## src/rtl/hazard_ctrl.sv

```systemverilog
// hazard_ctrl: five-stage pipeline sequencer (stall/flush/bubble, EX forwarding selects, ECALL drain-and-halt).
// Define HAZARD_FORWARD_EN to enable forwarding; without it every in-flight RAW dependence stalls.
module hazard_ctrl (
   input  logic       clock,
   input  logic       reset,
   input  logic       id_valid,
   input  logic [4:0] id_rs1,
   input  logic [4:0] id_rs2,
   input  logic       id_rs1_used,
   input  logic       id_rs2_used,
   input  logic [4:0] id_rd,
   input  logic       id_write_back,
   input  logic       id_is_load,
   input  logic       id_is_ecall,
   input  logic       ex_brk_tkn,
   output logic       pc_stall,
   output logic       fd_stall,
   output logic       fd_flush,
   output logic       de_bubble,
   output logic [1:0] fwd_a_sel,
   output logic [1:0] fwd_b_sel,
   output logic       halt
);

   typedef enum logic [1:0] {RUN = 2'd0, DRAIN = 2'd1, HALT = 2'd2} state_t;

   state_t     r_state;
   state_t     w_state_next;
   logic [1:0] r_cnt;
   logic [1:0] w_cnt_next;
   logic       r_halt;

   // Tracker slots: 0 = EX, 1 = MEM, 2 = WB. Only the EX slot's load bit is ever consulted.
   logic [2:0] r_trk_valid;
   logic [2:0] r_trk_wb;
   logic [4:0] r_trk_rd [3];
   logic       r_ex_load;

   logic [2:0] w_match_a;
   logic [2:0] w_match_b;
   logic       w_load_use;
   logic       w_hazard;
   logic       w_issue;

   genvar gi;
   generate
      for (gi = 0; gi < 3; gi++) begin : g_match
         assign w_match_a[gi] = id_rs1_used && (id_rs1 != 5'd0) && r_trk_valid[gi] &&
                                r_trk_wb[gi] && (r_trk_rd[gi] == id_rs1);
         assign w_match_b[gi] = id_rs2_used && (id_rs2 != 5'd0) && r_trk_valid[gi] &&
                                r_trk_wb[gi] && (r_trk_rd[gi] == id_rs2);
      end
   endgenerate

   assign w_load_use = r_ex_load && (w_match_a[0] || w_match_b[0]);

`ifdef HAZARD_FORWARD_EN
   assign w_hazard = id_valid && w_load_use;
`else
   assign w_hazard = id_valid && (w_load_use || (|w_match_a) || (|w_match_b));
`endif

   assign w_issue = (r_state == RUN) && id_valid && !ex_brk_tkn && !w_hazard;

   always_ff @(posedge clock) begin
      if (reset) begin
         r_trk_valid <= 3'b000;
         r_trk_wb    <= 3'b000;
         r_ex_load   <= 1'b0;
      end else begin
         r_trk_valid <= {r_trk_valid[1:0], w_issue};
         r_trk_wb    <= {r_trk_wb[1:0], w_issue && id_write_back};
         r_ex_load   <= w_issue && id_is_load;
      end
   end

   // rd needs no reset: it is always qualified by the slot's valid bit.
   always_ff @(posedge clock) begin
      r_trk_rd[0] <= id_rd;
      for (int i = 1; i < 3; i++) begin
         r_trk_rd[i] <= r_trk_rd[i-1];
      end
   end

   always_ff @(posedge clock) begin
      if (reset) begin
         r_state <= RUN;
         r_cnt   <= 2'd0;
         r_halt  <= 1'b0;
      end else begin
         r_state <= w_state_next;
         r_cnt   <= w_cnt_next;
         r_halt  <= (w_state_next == HALT);
      end
   end

   always_comb begin
      w_state_next = r_state;
      w_cnt_next   = r_cnt;
      unique case (r_state)
         RUN: begin
            if (w_issue && id_is_ecall) begin
               w_state_next = DRAIN;
               w_cnt_next   = 2'd2;
            end
         end
         DRAIN: begin
            if (r_cnt == 2'd0) begin
               w_state_next = HALT;
            end else begin
               w_cnt_next = r_cnt - 2'd1;
            end
         end
         HALT:    w_state_next = HALT;
         default: w_state_next = RUN;
      endcase
   end

   always_comb begin
      pc_stall  = 1'b0;
      fd_stall  = 1'b0;
      fd_flush  = 1'b0;
      de_bubble = 1'b0;
      unique case (r_state)
         HALT: begin
            pc_stall  = 1'b1;
            fd_flush  = 1'b1;
            de_bubble = 1'b1;
         end
         DRAIN: begin
            pc_stall = 1'b1;
            fd_flush = 1'b1;
         end
         default: begin
            if (ex_brk_tkn) begin
               fd_flush  = 1'b1;
               de_bubble = 1'b1;
            end else if (w_hazard) begin
               pc_stall  = 1'b1;
               fd_stall  = 1'b1;
               de_bubble = 1'b1;
            end
         end
      endcase
   end

   assign halt = r_halt;

`ifdef HAZARD_FORWARD_EN
   logic [1:0] r_fwd_a;
   logic [1:0] r_fwd_b;
   logic [1:0] w_sel_a;
   logic [1:0] w_sel_b;

   // EX-slot producer will sit in MEM next cycle, so it takes priority over the WB value.
   assign w_sel_a = w_match_a[0] ? 2'd1 : (w_match_a[1] ? 2'd2 : 2'd0);
   assign w_sel_b = w_match_b[0] ? 2'd1 : (w_match_b[1] ? 2'd2 : 2'd0);

   always_ff @(posedge clock) begin
      if (reset) begin
         r_fwd_a <= 2'd0;
         r_fwd_b <= 2'd0;
      end else begin
         r_fwd_a <= w_issue ? w_sel_a : 2'd0;
         r_fwd_b <= w_issue ? w_sel_b : 2'd0;
      end
   end

   assign fwd_a_sel = r_fwd_a;
   assign fwd_b_sel = r_fwd_b;
`else
   assign fwd_a_sel = 2'd0;
   assign fwd_b_sel = 2'd0;
`endif

endmodule

```

## config.mk

```make
export PLATFORM = sky130hd
export DESIGN_NAME = hazard_ctrl
export DESIGN_NICKNAME = d
export VERILOG_FILES = /design/src/rtl/hazard_ctrl.sv
export SDC_FILE = /design/constraint.sdc
export NUM_CORES = 1
export LEC_CHECK = 0
export CAP_MARGIN = 30
export CORE_UTILIZATION = 40
export CTS_CLUSTER_SIZE = 10
export DETAILED_ROUTE_END_ITERATION = 10
export DONT_BUFFER_PORTS = 1
export SLEW_MARGIN = 25
export SYNTH_ARGS = -nofsm -noshare
export SYNTH_HDL_FRONTEND = slang
export SYNTH_SLANG_ARGS = --single-unit
```

## constraint.sdc

```tcl
create_clock -name clock -period 3 [get_ports clock]
set_clock_uncertainty 0.2 [all_clocks]
set_input_delay 0.6 -clock clock [delete_from_list [all_inputs] [get_ports clock]]
set_output_delay 0.6 -clock clock [all_outputs]
set_load 0.01 [all_outputs]
```

==> results of run 1 <==
==> sequential cells by signal, summed over array words and instances (netlist names) <==
name / flops
r_trk_rd: 15
r_trk_valid: 3
r_trk_wb: 3
r_cnt: 2
r_state: 2
halt: 1
==> cells by family (layout without fill, tap and decap cells) <==
family,Yosys count,after routing
AOI/OAI and AO/OA,21,21
DFF,26,26
adders and majority gates,5,5
xor gates and xnor gates,30,30
and+or+nand+nor,47,47
other,1,4
buffers and inverters,10,13
==> routing by layer <==
layer / routed length [microns] / part of all wire [%] / up-vias / track usage, %
met4: 53 / 1.9 / 0 / 6.98
li1: - / - / 498 / -
met5: 0 / 0 / - / 0
met1: 1240 / 46 / 480 / 20.7
met3: 125 / 4.6 / 7 / 3.90
met2: 1310 / 48 / 25 / 27.3
==> power breakdown <==
part / total (mW) / internal, mW / leakage, nW / switching (mW)
Clock: 0.236 / 0.135 / 0.0279 / 0.101
Sequential: 0.390 / 0.369 / 0.216 / 0.0210
Combinational: 0.142 / 0.0645 / 0.307 / 0.0777
Total: 0.768 / 0.569 / 0.551 / 0.199
==> through the flow <==
stage	TNS [ns]	cells
2_1_floorplan	0	143
3_3_place_gp	0	183
3_5_place_dp	0	183
4_1_cts	0	187
5_1_grt	-0.0000118	190
6_report	0	190
==> path summary, 6_finish.rpt <==
| check | end | startpoint | depth (start not counted) | slack, ns |
|---|---|---|---|---|
| worst min-delay path | r_trk_rd[0][2]$_DFF_P_ | id_rd[2] | 0 | 0.09 |
| worst max-delay path | pc_stall | id_rs1[1] | 5 | 0.12 |
| worst min register to register | r_trk_rd[0][7]$_DFF_P_ | r_trk_rd[0][2]$_DFF_P_ | 0 | 0.20 |
| worst max register to register | r_state[1]$_SDFF_PP0_ | r_trk_rd[0][3]$_DFF_P_ | 7 | 0.83 |
==> cell type report <==
cell class	count	area, sq um
Fill cell	299	1630
Multi-Input combinational cell	107	816
Sequential cell	26	522
Tap cell	44	55.1
Clock inverter	1	30.0
Timing Repair Buffer	4	30.0
Clock buffer	3	22.5
Inverter	5	18.8
==> placed cells by master, fill, tap and decap left out, types with 3 or more instances in the layout <==
cell type	instances
clkbuf_4	3
a21oi_1	4
nor4_2	5
buf_4	4
ha_1	5
o21ai_0	4
nor2_1	8
nor3_1	3
xnor2_1	6
inv_1	5
nor2b_1	7
nand2_1	5
xor2_1	24
conb_1	4
dfxtp_1	25
nand4_1	9
==> repair_timing <==
item,CTS,global route
setup buffers,0,3
resized for setup,0,4
endpoints found under the setup margin,0,3
==> run summary, run 1 <==
status = completed
global route overflow = 0
remaining antenna violation count = 0
critical path's slowest cell = or4_2
CTS clock-pin slew for the worst setup and hold paths = 0.14 ns
kind of path behind the tightest hold check = in2reg
Synth cell types = 35
via count of the first global-routing pass = 991
CTS Root Buffer Type = clkbuf_4
worst-case setup margin in the final layout = 0.117 ns
Hold Slack = 0.0867 ns
post-synthesis average cell area = 9.71 sq um
number of nets in the layout = 176
highest ir drop seen on vdd = 296 uV
simple-gate share of the synthesized area = 21.1%
Crit path arrival time = 2.08 ns
number of DRC markers in iteration 0 = 19
core utilization of the finished layout = 47.8%
startpoint class of the critical path = input port
routability-driven placement congestion ratio = 0.778
number of register bits inferred by synthesis = 26
Cell Area, Synth = 1360 sq um
CTS Sinks = 26
vias per inst = 5.32
Worst Setup Path Type = in2out
hold buffer count at CTS = 0
FMAX = 347 MHz
xor and xnor area share after synthesis = 19.3%
areal power density over the cells = 514 nW/um^2
initial antenna violation count = 0
final setup fails = 0
Die W = 60.3 microns
maximum number of pins on one net before global-route repair = 16
min cycle time layout = 2.88 ns
share of the synthesized area in compound gates (AO/OA/AOI/OAI) = 12.3%
final period utilization = 96.1%
Crit path required time = 2.20 ns
placed instance area = 1400 sq um
Max clock buf depth = 2
# rows = 20
number of enable flip-flop cells after synthesis = 0
Total GRT Usage = 16.6%
core region area = 3130 sq um
CTS buffer count = 3
global-route wire length before repair = 4350 microns
most area-hungry cell type in the Yosys netlist = dfxtp_1
top cell type's share of synthesized area = 38.3%
total power after layout = 768 uW
family with the most delay on the worst path = compound AO/OA/AOI/OAI gates
clock tree from TritonCTS = done
list of cells traversed by the critical path = or4_2 > o21ai_2 > a31oi_4 > o21ai_0 > o21bai_1
ranking of synthesized cells by area = dfxtp_1 (38%), xor2_1 (15%), ha_1 (4.6%), nand4_1 (4.1%), xnor2_1 (3.9%)
H-tree Lvls = 1
final count of hold timing violations = 0
number of cells produced by synthesis = 140
HPWL reported at the end of detailed placement = 2200 microns
leakage power total = 0.551 nW
starting utilization of the core area = 43.5%
top cell types by occurrence after synthesis = dfxtp_1 (26), xor2_1 (24), nand4_1 (9)
final design area excluding fillers = 1490 sq um
detailed-routing iteration count for the pre-antenna-repair pass = 4
max-cap violation count = 0
share of synthesized area occupied by flip-flops and latches = 38.3%
Max Transition Viols Final = 0
Async SR Flop Fraction = 0%
IO Count = 33
post-synthesis adder-cell area fraction = 4.60%
Setup WS pre-CTS = 0.116 ns
number of synthesis warnings = 0
final wirelength = 2730 microns
category of the worst setup path capture point = output pin
Max FO, Critical Path = 4
wire per inst = 14.4 microns
residual DRC count = 0
mux share of post-synthesis cell area = 0%
die outline height = 60.3 microns
die area = 3640 sq um
diode insertion count for antenna repair = 0
most common cell in the netlist = dfxtp_1
largest stage delay on the critical path = 0.67 ns
WP buf/inv = 0
number of buffers added on ports = 0
ys flop type = dfxtp_1
combinational family with the most area after synthesis = simple AND/OR/NAND/NOR gates
Area Growth Syn to Fin = 9.84%
layout cells sized above 1 = 15.8%
total vias in the final route = 1010
clock latency at the later pin of the worst-skew pair = 0.32 ns
Power figures use the tool's default switching activity.
==> run 2: changes to the inputs <==
==> constraint.sdc (replaced) <==
create_clock -name clock -period 3 [get_ports clock]
set_clock_uncertainty 0.2 [all_clocks]
set_input_delay 0.3 -clock clock [delete_from_list [all_inputs] [get_ports clock]]
set_output_delay 0.3 -clock clock [all_outputs]
set_load 0.01 [all_outputs]
==> run summary, run 2 (same netlist as run 1, synthesis figures left out) <==
Worst Setup Path Type = reg2out
CTS buffer count = 3 (unchanged)
gr busiest metal = met2
number of flip-flops under the largest register name = 15 (unchanged)
total vias in the final route = 991 (-1.9%)
max-cap violation count = 0 (unchanged)
met2 GRT Util = 25.9% (-1.4 points)
starting utilization of the core area = 43.5% (unchanged)
end point of the critical path = de_bubble
leakage power total = 0.564 nW (+2.3%)
worst setup path startpoint = r_trk_rd[0][3]$_DFF_P_
final period utilization = 88.6% (-7.5 points)
global route overflow = 0 (unchanged)
H-tree Lvls = 1 (unchanged)
residual DRC count = 0 (unchanged)
met3 Use GR = 3.03% (-0.87 points)
areal power density over the cells = 510 nW/um^2 (-0.87%)
CTS Sinks = 26 (unchanged)
clock latency at the later pin of the worst-skew pair = 0.32 ns (about the same)
FMAX = 376 MHz (+8.4%)
Crit path required time = 2.50 ns (+0.30 ns)
highest ir drop seen on vdd = 316 uV (+7.1%)
CTS Root Buffer Type = clkbuf_4
Crit path arrival time = 2.16 ns (+0.08 ns)
wire per inst = 13.9 microns (-3.1%)
count of buffers added by post-CTS timing repair for setup = 0 (unchanged)
Reg2Reg Launch Point = r_trk_rd[0][3]$_DFF_P_
status = completed
HPWL reported at the end of detailed placement = 2110 microns (-4.1%)
minimum setup slack among reg-to-reg paths = 0.88 ns (+0.05 ns)
Largest regs = r_trk_rd x15, r_trk_valid x3, r_trk_wb x3
leading cell types in the layout, fill and taps excluded = dfxtp_1 (26), xor2_1 (24), nand4_1 (9), nor2_1 (8), dlygate4sd3_1 (8)
largest register by flop count = r_trk_rd
core utilization of the finished layout = 48.6% (+0.88 points)
vias per inst = 5.11 (-3.9%)
global routing usage on met1 = 21.8% (+1.1 points)
number of DRC markers in iteration 0 = 19 (unchanged)
Die W = 60.3 microns (unchanged)
diode insertion count for antenna repair = 0 (unchanged)
sum of negative setup slack = 0 ns (unchanged)
via count of the first global-routing pass = 948 (-4.3%)
number of buffers added on ports = 0 (unchanged)
RSZ-0062 raised after global routing = false
detailed-routing iteration count for the pre-antenna-repair pass = 4 (unchanged)
number of nets in the layout = 180 (+2.3%)
min cycle time layout = 2.66 ns (-0.224 ns)
die area = 3640 sq um (unchanged)
final count of hold timing violations = 0 (unchanged)
remaining antenna violation count = 0 (unchanged)
number of cells on the worst reg-to-reg path = 6 (-1)
Total GRT Usage = 16.4% (-0.21 points)
global-route wire length before repair = 4330 microns (-0.46%)
final wirelength = 2700 microns (-1.1%)
startpoint class of the critical path = register
layout cells sized above 1 = 10.7% (-5.1 points)
die outline height = 60.3 microns (unchanged)
number of instances resized during post-cts repair = 0 (unchanged)
maximum number of pins on one net before global-route repair = 16 (unchanged)
fill cell count = 312 (+4.3%)
hold buffer count at CTS = 8 (+8)
CTS clock-pin slew for the worst setup and hold paths = 0.14 ns (about the same)
routability-driven placement congestion ratio = 0.825 (+6.1%)
category of the worst setup path capture point = output pin
Hold Crit Start = reset
final setup fails = 0 (unchanged)
IO Count = 33 (unchanged)
# rows = 20 (unchanged)
core region area = 3130 sq um (unchanged)
most frequent standard cell in the layout excluding fill and tap cells = dfxtp_1
Max Transition Viols Final = 0 (unchanged)
clock tree from TritonCTS = done
Area Growth Syn to Fin = 11.9%
capture instance of the worst register-to-register path = r_state[1]$_SDFF_PP0_
Max clock buf depth = 2 (unchanged)
Max FO, Critical Path = 4 (unchanged)
kind of path behind the tightest hold check = in2reg
initial antenna violation count = 0 (unchanged)
[run 2: how the worst min path moves through the flow]
stage	endpoint	slack, ns	cells past startpoint
2_1_floorplan	r_trk_rd[0][0]$_DFF_P_	0.13	0
3_3_place_gp	r_trk_rd[0][2]$_DFF_P_	0.13	0
3_5_place_dp	r_trk_rd[0][4]$_DFF_P_	0.13	0
4_1_cts	r_cnt[0]$_SDFFE_PP0P_	0.02	3
5_1_grt	r_cnt[0]$_SDFFE_PP0P_	0.02	3
6_report	r_cnt[0]$_SDFFE_PP0P_	0.02	3
[run 2: critical path: stages (launching register included)]
cell	delay (ns)
dfxtp_1	0.37
xor2_1	0.17
nor4_2	0.28
nand4_1	0.16
a31oi_2	0.34
o21ai_0	0.21
a21oi_1	0.29
[run 2: power by group]
group          switching (mW)  internal, mW  total, mW
Sequential             0.0209         0.369      0.390
Combinational          0.0778        0.0706      0.148
Clock                   0.102         0.135      0.237
Total                   0.201         0.575      0.775
[run 2: layer usage]
metal	wire (microns)	vias up
met3	138	5
met5	0	-
met1	1270	453
met2	1240	25
met4	46	0
li1	-	508
[run 2: layout make-up]
cell class | count | area, sq um | area share [%]
timing repair buffer | 8 | 80.1 | 5.26
clock buffer | 3 | 22.5 | 1.48
clock inverter | 1 | 30.0 | 1.97
sequential | 26 | 520 | 34.2
inverter | 5 | 18.8 | 1.23
tap | 44 | 55.1 | 3.62
multi-input combinational | 107 | 795 | 52.2
[run 2: stage by stage]
stage | total power, mW | setup WS, ns | hold slack (ns) | area (sq um) | instances
6_report | 0.775 | 0.342 | 0.0241 | 1520 | 194
3_3_place_gp | 0.531 | 0.721 | 0.128 | 1390 | 182
2_1_floorplan | 0.518 | 0.904 | 0.128 | 1370 | 143
3_5_place_dp | 0.535 | 0.713 | 0.128 | 1390 | 182
4_1_cts | 0.781 | 0.324 | 0.0150 | 1520 | 194
5_1_grt | 0.820 | 0.176 | 0.0210 | 1520 | 194
